### config.mk
export PLATFORM = sky130hd
export DESIGN_NAME = instruction_fetch_flat
export DESIGN_NICKNAME = d
export VERILOG_FILES = /design/src/rtl/fetch_pkg.sv /design/src/rtl/instruction_fetch_if.sv /design/src/rtl/instruction_fetch_buffer.sv /design/src/rtl/instruction_fetch.sv /design/src/flat_wrapper.sv
export SDC_FILE = /design/constraint.sdc
export NUM_CORES = 1
export LEC_CHECK = 0
export CORE_UTILIZATION = 50
export CTS_CLUSTER_SIZE = 8
export DETAILED_ROUTE_END_ITERATION = 10
export MAX_ROUTING_LAYER = met4
export PLACE_DENSITY = 0.82
export SLEW_MARGIN = 20
export SYNTH_ARGS = -nofsm -noshare
export SYNTH_HDL_FRONTEND = slang
export SYNTH_SLANG_ARGS = --single-unit
export TNS_END_PERCENT = 5
### constraint.sdc
create_clock -name clk -period 3.2 [get_ports clk]
set_clock_uncertainty 0.1 [all_clocks]
set_input_delay 0.64 -clock clk [delete_from_list [all_inputs] [get_ports clk]]
set_output_delay 0.64 -clock clk [all_outputs]
set_load 0.01 [all_outputs]
### src/rtl/fetch_pkg.sv
// fetch_pkg
//   Shared constants and types for the instruction fetch slice.
//   ADDR_W   : fetch address / PC width (16K-word instruction memory)
//   INSTR_W  : instruction word width
//   RESET_PC : PC loaded while reset is asserted
//   fetch_entry_t : one buffered fetch result {pc, instr}
package fetch_pkg;
    localparam int ADDR_W  = 14;
    localparam int INSTR_W = 19;

    localparam logic [ADDR_W-1:0] RESET_PC = 14'h0000;

    typedef struct packed {
        logic [ADDR_W-1:0]  pc;
        logic [INSTR_W-1:0] instr;
    } fetch_entry_t;
endpackage

### src/rtl/instruction_fetch_if.sv
// instruction_fetch_if
//   Bundles the instruction-memory port, the redirect request, the decode
//   valid/ready handshake and the stall counter output of the fetch unit.
//   modport master : the fetch unit (drives imem_addr and the out_* head)
//   modport slave  : the surroundings (memory, branch unit, decode)
interface instruction_fetch_if;
    import fetch_pkg::*;

    logic [ADDR_W-1:0]  imem_addr;
    logic [INSTR_W-1:0] imem_instr;
    logic               redirect_valid;
    logic [ADDR_W-1:0]  redirect_pc;
    logic               out_valid;
    logic               out_ready;
    logic [INSTR_W-1:0] out_instr;
    logic [ADDR_W-1:0]  out_pc;
    logic [15:0]        stall_cycles;

    modport master (
        output imem_addr,
        input  imem_instr,
        input  redirect_valid,
        input  redirect_pc,
        output out_valid,
        input  out_ready,
        output out_instr,
        output out_pc,
        output stall_cycles
    );

    modport slave (
        input  imem_addr,
        output imem_instr,
        output redirect_valid,
        output redirect_pc,
        input  out_valid,
        output out_ready,
        input  out_instr,
        input  out_pc,
        input  stall_cycles
    );
endinterface

### src/rtl/instruction_fetch_buffer.sv
// fetch_buffer
//   Two-entry synchronous FIFO of fetch_entry_t. Entry 0 is always the head,
//   so the head output is a plain register with no read mux.
//   Ports:
//     clk, rst_n   : clock, asynchronous active-low reset
//     i_push       : write i_push_data at the tail (ignored when full
//                    unless a pop happens in the same cycle)
//     i_pop        : drop the head entry
//     i_flush      : empty the FIFO; wins over push and pop
//     o_count      : number of valid entries, 0..2
//     o_head       : head entry (stale when o_count == 0)
module fetch_buffer
    import fetch_pkg::*;
(
    input  logic         clk,
    input  logic         rst_n,
    input  logic         i_push,
    input  fetch_entry_t i_push_data,
    input  logic         i_pop,
    input  logic         i_flush,
    output logic [1:0]   o_count,
    output fetch_entry_t o_head
);
    fetch_entry_t r_head;
    fetch_entry_t r_tail;
    logic [1:0]   r_count;

    always_ff @(posedge clk or negedge rst_n) begin
        if (!rst_n) begin
            r_head  <= '0;
            r_tail  <= '0;
            r_count <= 2'd0;
        end else if (i_flush) begin
            r_count <= 2'd0;
        end else begin
            case ({i_push, i_pop})
                2'b10: begin
                    if (r_count != 2'd2) begin
                        if (r_count == 2'd0) r_head <= i_push_data;
                        else                 r_tail <= i_push_data;
                        r_count <= r_count + 2'd1;
                    end
                end
                2'b01: begin
                    if (r_count != 2'd0) begin
                        r_head  <= r_tail;
                        r_count <= r_count - 2'd1;
                    end
                end
                2'b11: begin
                    // Count is unchanged; new word lands behind whatever
                    // survives the pop, preserving order.
                    if (r_count == 2'd1) begin
                        r_head <= i_push_data;
                    end else if (r_count == 2'd2) begin
                        r_head <= r_tail;
                        r_tail <= i_push_data;
                    end else begin
                        r_head  <= i_push_data;
                        r_count <= 2'd1;
                    end
                end
                default: ;
            endcase
        end
    end

    assign o_count = r_count;
    assign o_head  = r_head;
endmodule

### src/rtl/instruction_fetch.sv
// instruction_fetch
//   Initiator side of the instruction-memory read path. Holds the PC,
//   drives it straight onto imem_addr, captures {pc, imem_instr} into a
//   two-entry buffer and presents the head to decode over valid/ready.
//   A redirect loads a new PC and flushes the buffer in one cycle.
//   Ports:
//     clk, rst_n : clock, asynchronous active-low reset
//     bus        : instruction_fetch_if.master (imem, redirect, decode
//                  handshake, stall_cycles)
//   Build option:
//     IFETCH_STALL_CNT_EN : when defined, stall_cycles counts cycles with
//                           out_valid=1 and out_ready=0, saturating at
//                           16'hFFFF; otherwise it is tied to zero.
module instruction_fetch
    import fetch_pkg::*;
#(
    parameter logic [ADDR_W-1:0] P_RESET_PC = RESET_PC
) (
    input logic                 clk,
    input logic                 rst_n,
    instruction_fetch_if.master bus
);
    logic [ADDR_W-1:0] r_pc;
    logic [1:0]        w_count;
    fetch_entry_t      w_head;
    fetch_entry_t      w_push_data;
    logic              w_valid;
    logic              w_pop;
    logic              w_fetch;

    assign w_valid = (w_count != 2'd0);
    assign w_pop   = w_valid & bus.out_ready;
    // A pop frees a slot in the same edge, so a full buffer still fetches.
    assign w_fetch = ~bus.redirect_valid & ((w_count != 2'd2) | w_pop);

    assign w_push_data.pc    = r_pc;
    assign w_push_data.instr = bus.imem_instr;

    always_ff @(posedge clk or negedge rst_n) begin
        if (!rst_n) begin
            r_pc <= P_RESET_PC;
        end else if (bus.redirect_valid) begin
            r_pc <= bus.redirect_pc;
        end else if (w_fetch) begin
            r_pc <= r_pc + 1'b1;   // wraps at 2^ADDR_W
        end
    end

    fetch_buffer u_buf (
        .clk         (clk),
        .rst_n       (rst_n),
        .i_push      (w_fetch),
        .i_push_data (w_push_data),
        .i_pop       (w_pop),
        .i_flush     (bus.redirect_valid),
        .o_count     (w_count),
        .o_head      (w_head)
    );

    assign bus.imem_addr = r_pc;
    assign bus.out_valid = w_valid;
    assign bus.out_instr = w_head.instr;
    assign bus.out_pc    = w_head.pc;

`ifdef IFETCH_STALL_CNT_EN
    logic [15:0] r_stall_cnt;

    always_ff @(posedge clk or negedge rst_n) begin
        if (!rst_n) begin
            r_stall_cnt <= 16'd0;
        end else if (w_valid & ~bus.out_ready & (r_stall_cnt != 16'hFFFF)) begin
            r_stall_cnt <= r_stall_cnt + 16'd1;
        end
    end

    assign bus.stall_cycles = r_stall_cnt;
`else
    assign bus.stall_cycles = 16'd0;
`endif
endmodule

### src/flat_wrapper.sv
// flat-port wrapper written by rule: the top's interface ports become plain ports
module instruction_fetch_flat import fetch_pkg::*;
#(
    parameter logic [ADDR_W-1:0] P_RESET_PC = RESET_PC
)
  (clk, rst_n, bus_imem_addr, bus_imem_instr, bus_redirect_valid, bus_redirect_pc, bus_out_valid, bus_out_ready, bus_out_instr, bus_out_pc, bus_stall_cycles);
  instruction_fetch_if bus_i ();
  input logic clk;
  input logic rst_n;
  output wire logic [$bits(bus_i.imem_addr)-1:0] bus_imem_addr;
  input wire logic [$bits(bus_i.imem_instr)-1:0] bus_imem_instr;
  input wire logic [$bits(bus_i.redirect_valid)-1:0] bus_redirect_valid;
  input wire logic [$bits(bus_i.redirect_pc)-1:0] bus_redirect_pc;
  output wire logic [$bits(bus_i.out_valid)-1:0] bus_out_valid;
  input wire logic [$bits(bus_i.out_ready)-1:0] bus_out_ready;
  output wire logic [$bits(bus_i.out_instr)-1:0] bus_out_instr;
  output wire logic [$bits(bus_i.out_pc)-1:0] bus_out_pc;
  output wire logic [$bits(bus_i.stall_cycles)-1:0] bus_stall_cycles;
  assign bus_imem_addr = bus_i.imem_addr;
  assign bus_i.imem_instr = bus_imem_instr;
  assign bus_i.redirect_valid = bus_redirect_valid;
  assign bus_i.redirect_pc = bus_redirect_pc;
  assign bus_out_valid = bus_i.out_valid;
  assign bus_i.out_ready = bus_out_ready;
  assign bus_out_instr = bus_i.out_instr;
  assign bus_out_pc = bus_i.out_pc;
  assign bus_stall_cycles = bus_i.stall_cycles;
  instruction_fetch #(.P_RESET_PC(P_RESET_PC)) u_core (.clk(clk), .rst_n(rst_n), .bus(bus_i));
endmodule
==> results.toml, run 1 <==
[grt]
largest_net_degree_at_the_start_of_global_routing = 83
grt_total_usage_pct = 20.08
grt_overflow = 0
grt_first_pass_wirelength_um = 12680
grt_pass1_vias = 2697
initial_antenna_violation_count = 0

[clocking]
clk_root_buffer_cell = "sky130_fd_sc_hd__clkbuf_8"
clkSlewWorstSetupHoldPaths_ns = 0.08
ctsHoldBuffers = 0
maximum_root_to_sink_buffer_count = 2
cts.sink_count = 82
h-tree-depth = 3
post_cts_setup_repair_bufs = 0
cts_resized = 0
cts_made_buffers = 9
clk_latency_ns = 0.34
tritoncts_clock_tree = "done"

[drt]
met2_length_um = 3667
maxUsedRoutingLayer = "met4"
met3_wirelength_um = 286
final_antenna_net_count = 0
route.detailed.wl_per_inst_um = 14.05
via_count = 2751
detail_route.vias_per_cell = 5.230
wl_met1_um = 3363
drt-initial-drc-count = 95
drt_pass1_iterations = 4
drt_drc_violations_left = 0
drt_wl_total_um = 7389

[floorplanning]
coreArea_um2 = 7370
floorplan.rows = 31
number_of_top_level_design_ports = 101
floorplan.die.width_um = 89.84
die_area_um2 = 8070
die_span_y_um = 89.84
initial_utilization_pct = 52.34

[sta]
slew_violations = 0
max_slew.worst_pin.slew_ns = 0.7276
max-slew-margin-rel_pct = 51.49
postLayoutSetupSlackWorst_ns = 0.6648
hold_viol = 0
setup_viol_count_final = 0
setup_total_negative_slack_ns = 0
final.period_utilization_pct = 79.23
final_period_minus_worst_setup_slack_ns = 2.535
grt_setup_unrepaired = "false"
finalHoldWorstSlack_ns = 0.2141
max_clock_freq_ghz = 0.3944

[layout]
num-nets-final = 463
final_core_utilization_pct = 67.40
final_layout_size_suffix_gt1_share_pct = 7.260
nFillCells = 571
layout-area-overhead-vs-synth_pct = 28.77
finalInstanceArea_um2 = 4967
antenna-diode-count = 0

[synth]
synth_top_cells_by_count = "82 x sky130_fd_sc_hd__dfrtp_1, 40 x sky130_fd_sc_hd__nor2_1, 37 x sky130_fd_sc_hd__a21oi_1, 34 x sky130_fd_sc_hd__mux2i_1, 30 x sky130_fd_sc_hd__mux2_1"
synth_area_um2 = 3857
syn-instance-count = 344
async_reset_ff_share_pct = 100.0
yosysMostFrequentCell = "sky130_fd_sc_hd__dfrtp_1"
yosysSeqAreaShare_pct = 53.19
post_synth.cell_area_avg_um2 = 11.21
synth_seq_cells = 82
synth_enable_flop_cells = 0
synthDominantCellAreaShare_pct = 53.19
yosys_warnings = 0
synth.area.top_cells = "sky130_fd_sc_hd__dfrtp_1 53%, sky130_fd_sc_hd__mux2i_1 8.8%, sky130_fd_sc_hd__mux2_1 8.8%"
dominantRegCellSynth = "sky130_fd_sc_hd__dfrtp_1"
synthDistinctLibCells = 38
netlist.top_cell.by_area = "sky130_fd_sc_hd__dfrtp_1"

[power_and_ir_drop]
power.switching_fraction_pct = 33.05
p_int_mw = 2.886
vdd_ir_drop_max_uv = 433.9
pwr_density_cell_nw_per_um2 = 867.8
power.switching_mw = 1.425
power.static_leakage_nw = 2.249
combinational_share_of_power_pct = 40.3
power.share.clock_pct = 18.8
p_seq_share_pct = 40.9

[placement]
post_place_cell_area_um2 = 4745
place.port_buffers = 84
pre_cts_ws_ns = 0.5911
place_congestion = 0.8907
place.detailed.hpwl_um = 4981

[flow_run]
timing.max_cap.violations = 0

[worst_setup_path]
rr_endpoint = "u_core.u_buf.r_tail[24]"
end_kind = "register"
critPathLaunchType = "register"
required_time_of_the_worst_setup_path_ns = 3.32
worst_r2r_startpoint = "u_core.u_buf.o_count[0]"
reg2regPathDepth = 7
crit_arrival_ns = 2.66
ff2ff_setup_slack_ns = 0.66
crit_fanout = 33
crit_type = "register to register"

[outcome]
outcome = "completed"

[worst_hold_path]
hold_path_class = "primary input to async pin"
==> power groups by stage <==
stage	Combinational [mW]	Clock (mW)	Sequential, mW
2_1_floorplan	0.907	0	1.84
3_3_place_gp	1.71	0	1.76
3_5_place_dp	1.76	0	1.79
4_1_cts	1.77	0.830	1.77
5_1_grt	1.90	0.869	1.83
6_report	1.74	0.809	1.76
==> placed cells by master, fill, tap and decap left out, drive strengths merged, types with 2 or more instances in the layout <==
master / synthesis / final
o21ai: 9 / 9
a22oi: 2 / 2
nand3: 6 / 6
clkinv: 0 / 2
clkbuf: 7 / 11
nand2b: 3 / 3
buf: 30 / 6
xnor2: 7 / 7
bufinv: 0 / 2
a2111oi: 3 / 3
ha: 4 / 4
mux2: 35 / 35
a221o: 2 / 2
a21oi: 37 / 37
nand4: 2 / 2
nor2b: 2 / 2
mux2i: 34 / 34
conb: 1 / 16
dfrtp: 82 / 82
clkdlybuf4s50: 0 / 83
nand2: 15 / 15
a211oi: 5 / 5
inv: 6 / 6
nor2: 40 / 40
nor3b: 2 / 2
==> cell families (layout without fill, tap and decap cells) <==
group	after synthesis	in the layout	synth area share, %
adders and majority gates	4	4	1.297
DFF	82	82	53.19
buffers and inverters	43	111	6.098
xor gates and xnor gates	8	8	1.816
and+or+nand+nor	75	75	8.595
other	1	16	0.09721
AOI/OAI and AO/OA	62	62	9.861
muxes	69	69	19.04
==> worst max path at each step <==
stage / startpoint / cells after the start / slack [ns] / to
after floorplan: u_core.u_buf.o_count[0] / 6 / 1.10 / u_core.bus.imem_addr[12]
after global placement: bus_out_ready / 5 / 0.62 / u_core.bus.imem_addr[12]
after detailed placement: bus_out_ready / 5 / 0.59 / u_core.bus.imem_addr[12]
after CTS: u_core.u_buf.o_count[0] / 7 / 0.63 / u_core.u_buf.r_tail[24]
after global routing: u_core.u_buf.o_count[0] / 7 / 0.48 / u_core.u_buf.r_tail[7]
final: u_core.u_buf.o_count[0] / 7 / 0.66 / u_core.u_buf.r_tail[24]
==> worst max-delay path, cell delays in order, from the launching register on <==
cell and delay, ns:
sky130_fd_sc_hd__dfrtp_1 0.42, sky130_fd_sc_hd__inv_1 0.09, sky130_fd_sc_hd__ha_1 0.49, sky130_fd_sc_hd__and2b_1 0.26, sky130_fd_sc_hd__a21oi_1 0.08, sky130_fd_sc_hd__or3_1 0.30, sky130_fd_sc_hd__buf_4 0.27, sky130_fd_sc_hd__mux2_1 0.37
==> metal layers <==
layer  global-route usage, %  vias up
met5                       -        -
met4                   8.333        0
met3                   3.046        7
met2                   31.86       81
met1                   25.93     1336
li1                        -     1327
==> sequential cells by signal, indices dropped and copies added (netlist names) <==
signal	cells
u_core.bus.imem_addr	14
u_core.u_buf.r_tail	33
u_core.u_buf.o_count	2
u_core.u_buf.o_head	33
==> layout make-up <==
class / count / area [µm²] / area share, %
tap: 99 / 123.9 / 2.494
clock inverter: 5 / 77.57 / 1.562
timing repair buffer: 89 / 904.6 / 18.21
inverter: 6 / 22.52 / 0.4534
multi-input combinational: 234 / 1645 / 33.12
sequential: 82 / 2052 / 41.31
clock buffer: 11 / 141.4 / 2.846
==> through the flow <==
| stage | total power, mW | std cells |
|---|---|---|
| after global routing | 4.598 | 526 |
| final | 4.310 | 526 |
| after floorplan | 2.748 | 359 |
| after detailed placement | 3.550 | 510 |
| after global placement | 3.462 | 510 |
| after CTS | 4.367 | 526 |
No activity file was read; power rests on OpenSTA's default activity.
==> inputs of run 2 (changes only) <==
--- a/config.mk
+++ b/config.mk
@@ -5,11 +5,11 @@
 export SDC_FILE = /design/constraint.sdc
 export NUM_CORES = 1
 export LEC_CHECK = 0
-export CORE_UTILIZATION = 50
+export CORE_UTILIZATION = 49
 export CTS_CLUSTER_SIZE = 8
 export DETAILED_ROUTE_END_ITERATION = 10
 export MAX_ROUTING_LAYER = met4
-export PLACE_DENSITY = 0.82
+export PLACE_DENSITY = 0.8
 export SLEW_MARGIN = 20
 export SYNTH_ARGS = -nofsm -noshare
 export SYNTH_HDL_FRONTEND = slang
==> constraint.sdc (replaced) <==
create_clock -name clk -period 2.36 [get_ports clk]
set_clock_uncertainty 0.1 [all_clocks]
set_input_delay 0.472 -clock clk [delete_from_list [all_inputs] [get_ports clk]]
set_output_delay 0.472 -clock clk [all_outputs]
set_load 0.01 [all_outputs]
==> run 2 against run 1 <==
Against the previous run: total power rose by 38%; final area grew 2.1%; routed wire length increased by 5.8%; first-iteration DRC count increased by 7.4%; sequential power rose by 36%; clock power rose by 36%; final cell count increased by 1.7%; via count grew 1.3%; worst hold slack better by 0.18 ns; register-to-register slack worse by 0.51 ns; global-route usage up 1.2 points; critical path type is now register to primary output.
==> results.toml, run 2 (same netlist as run 1, synthesis figures left out) <==
[outcome]
outcome = "completed"

[placement]
dp.cells = 517
place.port_buffers = 84
place_congestion = 0.8554
place.detailed.hpwl_um = 5259

[sta]
final_period_minus_worst_setup_slack_ns = 2.246
max_clock_freq_ghz = 0.4453
setup_viol_count_final = 0
hold_viol = 0
slew_violations = 0
setup_total_negative_slack_ns = 0
final.period_utilization_pct = 95.16
grt_setup_unrepaired = "false"

[power_and_ir_drop]
combinational_share_of_power_pct = 41.1
power.share.clock_pct = 18.6
p_seq_share_pct = 40.3
power.switching_fraction_pct = 33.21
pwr_density_cell_nw_per_um2 = 1168
power.switching_mw = 1.969
vdd_ir_drop_max_uv = 558.6
p_int_mw = 3.958
power.static_leakage_nw = 2.308

[worst_setup_path]
crit_type = "register to primary output"
end_kind = "primary output"
reg2regPathDepth = 7
required_time_of_the_worst_setup_path_ns = 1.79
critPathLaunchType = "register"
crit_arrival_ns = 1.67
crit_fanout = 5

[drt]
via_count = 2786
detail_route.vias_per_cell = 5.207
final_antenna_net_count = 0
drt_pass1_iterations = 4
route.detailed.wl_per_inst_um = 14.62
drt_drc_violations_left = 0
drt-initial-drc-count = 102
drt_wl_total_um = 7820

[layout]
final_layout_size_suffix_gt1_share_pct = 8.945
layout-area-overhead-vs-synth_pct = 31.50
nFillCells = 562
commonest_non_fill_non_tap_cell_in_the_layout = "sky130_fd_sc_hd__clkdlybuf4s50_1"
non_filler_cells_in_the_finished_layout = 535
final_core_utilization_pct = 68.11
most-common-layout-cells = "83 x sky130_fd_sc_hd__clkdlybuf4s50_1, 82 x sky130_fd_sc_hd__dfrtp_1, 40 x sky130_fd_sc_hd__nor2_1"
antenna-diode-count = 0
num-nets-final = 472

[worst_hold_path]
timing.hold.worst_path_depth = 1
hold_path_class = "register to register"

[clocking]
h-tree-depth = 3
tritoncts_clock_tree = "done"
cts.sink_count = 82
clk_root_buffer_cell = "sky130_fd_sc_hd__clkbuf_8"
maximum_root_to_sink_buffer_count = 2
clkSlewWorstSetupHoldPaths_ns = 0.08
cts_made_buffers = 9
clk_latency_ns = 0.34

[floorplanning]
initial_utilization_pct = 51.80
coreArea_um2 = 7447
number_of_top_level_design_ports = 101
die_span_y_um = 90.73
die_area_um2 = 8231
floorplan.die.width_um = 90.73
floorplan.rows = 31

[grt]
grt_total_usage_pct = 21.33
grt_first_pass_wirelength_um = 13580
grt_pass1_vias = 2862
largest_net_degree_at_the_start_of_global_routing = 67
initial_antenna_violation_count = 0
grt_overflow = 0

[flow_run]
timing.max_cap.violations = 0
## run 2: timing repair
action,CTS,global route
endpoints found under the hold margin,27,0
setup buffers,0,1
endpoints found under the setup margin,0,7
resized for setup,0,1
hold buffers,1,0
## run 2: path summary, 6_finish.rpt
check	start	to	slack, ns
min reg2reg	u_core.u_buf.r_tail[30]	u_core.u_buf.r_tail[30]	0.39
min	u_core.u_buf.r_tail[30]	u_core.u_buf.r_tail[30]	0.39
max reg2reg	u_core.u_buf.o_count[0]	u_core.u_buf.r_tail[23]	0.15
max in group asynchronous	rst_n	u_core.u_buf.o_head[15]	1.09
min in group asynchronous	rst_n	u_core.bus.imem_addr[11]	0.49
max	u_core.u_buf.o_count[0]	bus_out_valid	0.11
## run 2: routing by layer
| metal | track usage [%] | part of all wire [%] |
|---|---|---|
| met5 | - | 0 |
| met4 | 9.409 | 1.5 |
| met3 | 3.788 | 3.8 |
| met2 | 33.59 | 50 |
| met1 | 27.03 | 45 |
## run 2: layout make-up
type	instances	area (µm²)	share of cell area (%)
clock buffer	11	141.4	2.787
clock inverter	5	77.57	1.529
inverter	6	22.52	0.4440
multi-input combinational	234	1647	32.46
sequential	82	2052	40.45
tap	99	123.9	2.442
timing repair buffer	98	1008	19.88
## run 2: metrics by stage
stage,hold slack (ns),worst slack [ns],area (µm²),power [mW]
CTS,0.3975,0.05228,5064,5.979
global placement,0.3253,0.04518,4835,4.737
global route,0.4188,0.02722,5072,6.330
detailed placement,0.3335,0.02857,4835,4.858
finish,0.3937,0.1143,5072,5.927
floorplan,0.07641,0.2613,3914,3.726
## run 2: power by group through the flow
stage               sequential (mW)  combinational (mW)  clock, mW
finish                         2.39                2.44       1.10
detailed placement             2.42                2.44          0
global placement               2.38                2.35          0
global route                   2.48                2.66       1.19
CTS                            2.39                2.45       1.13
floorplan                      2.50                1.23          0
## run 2: critical path, cell delays in order, from the launching register on
cell and delay (ns):
sky130_fd_sc_hd__dfrtp_1 0.38, sky130_fd_sc_hd__inv_1 0.08, sky130_fd_sc_hd__ha_1 0.27, sky130_fd_sc_hd__inv_1 0.08
sky130_fd_sc_hd__clkdlybuf4s50_1 0.53
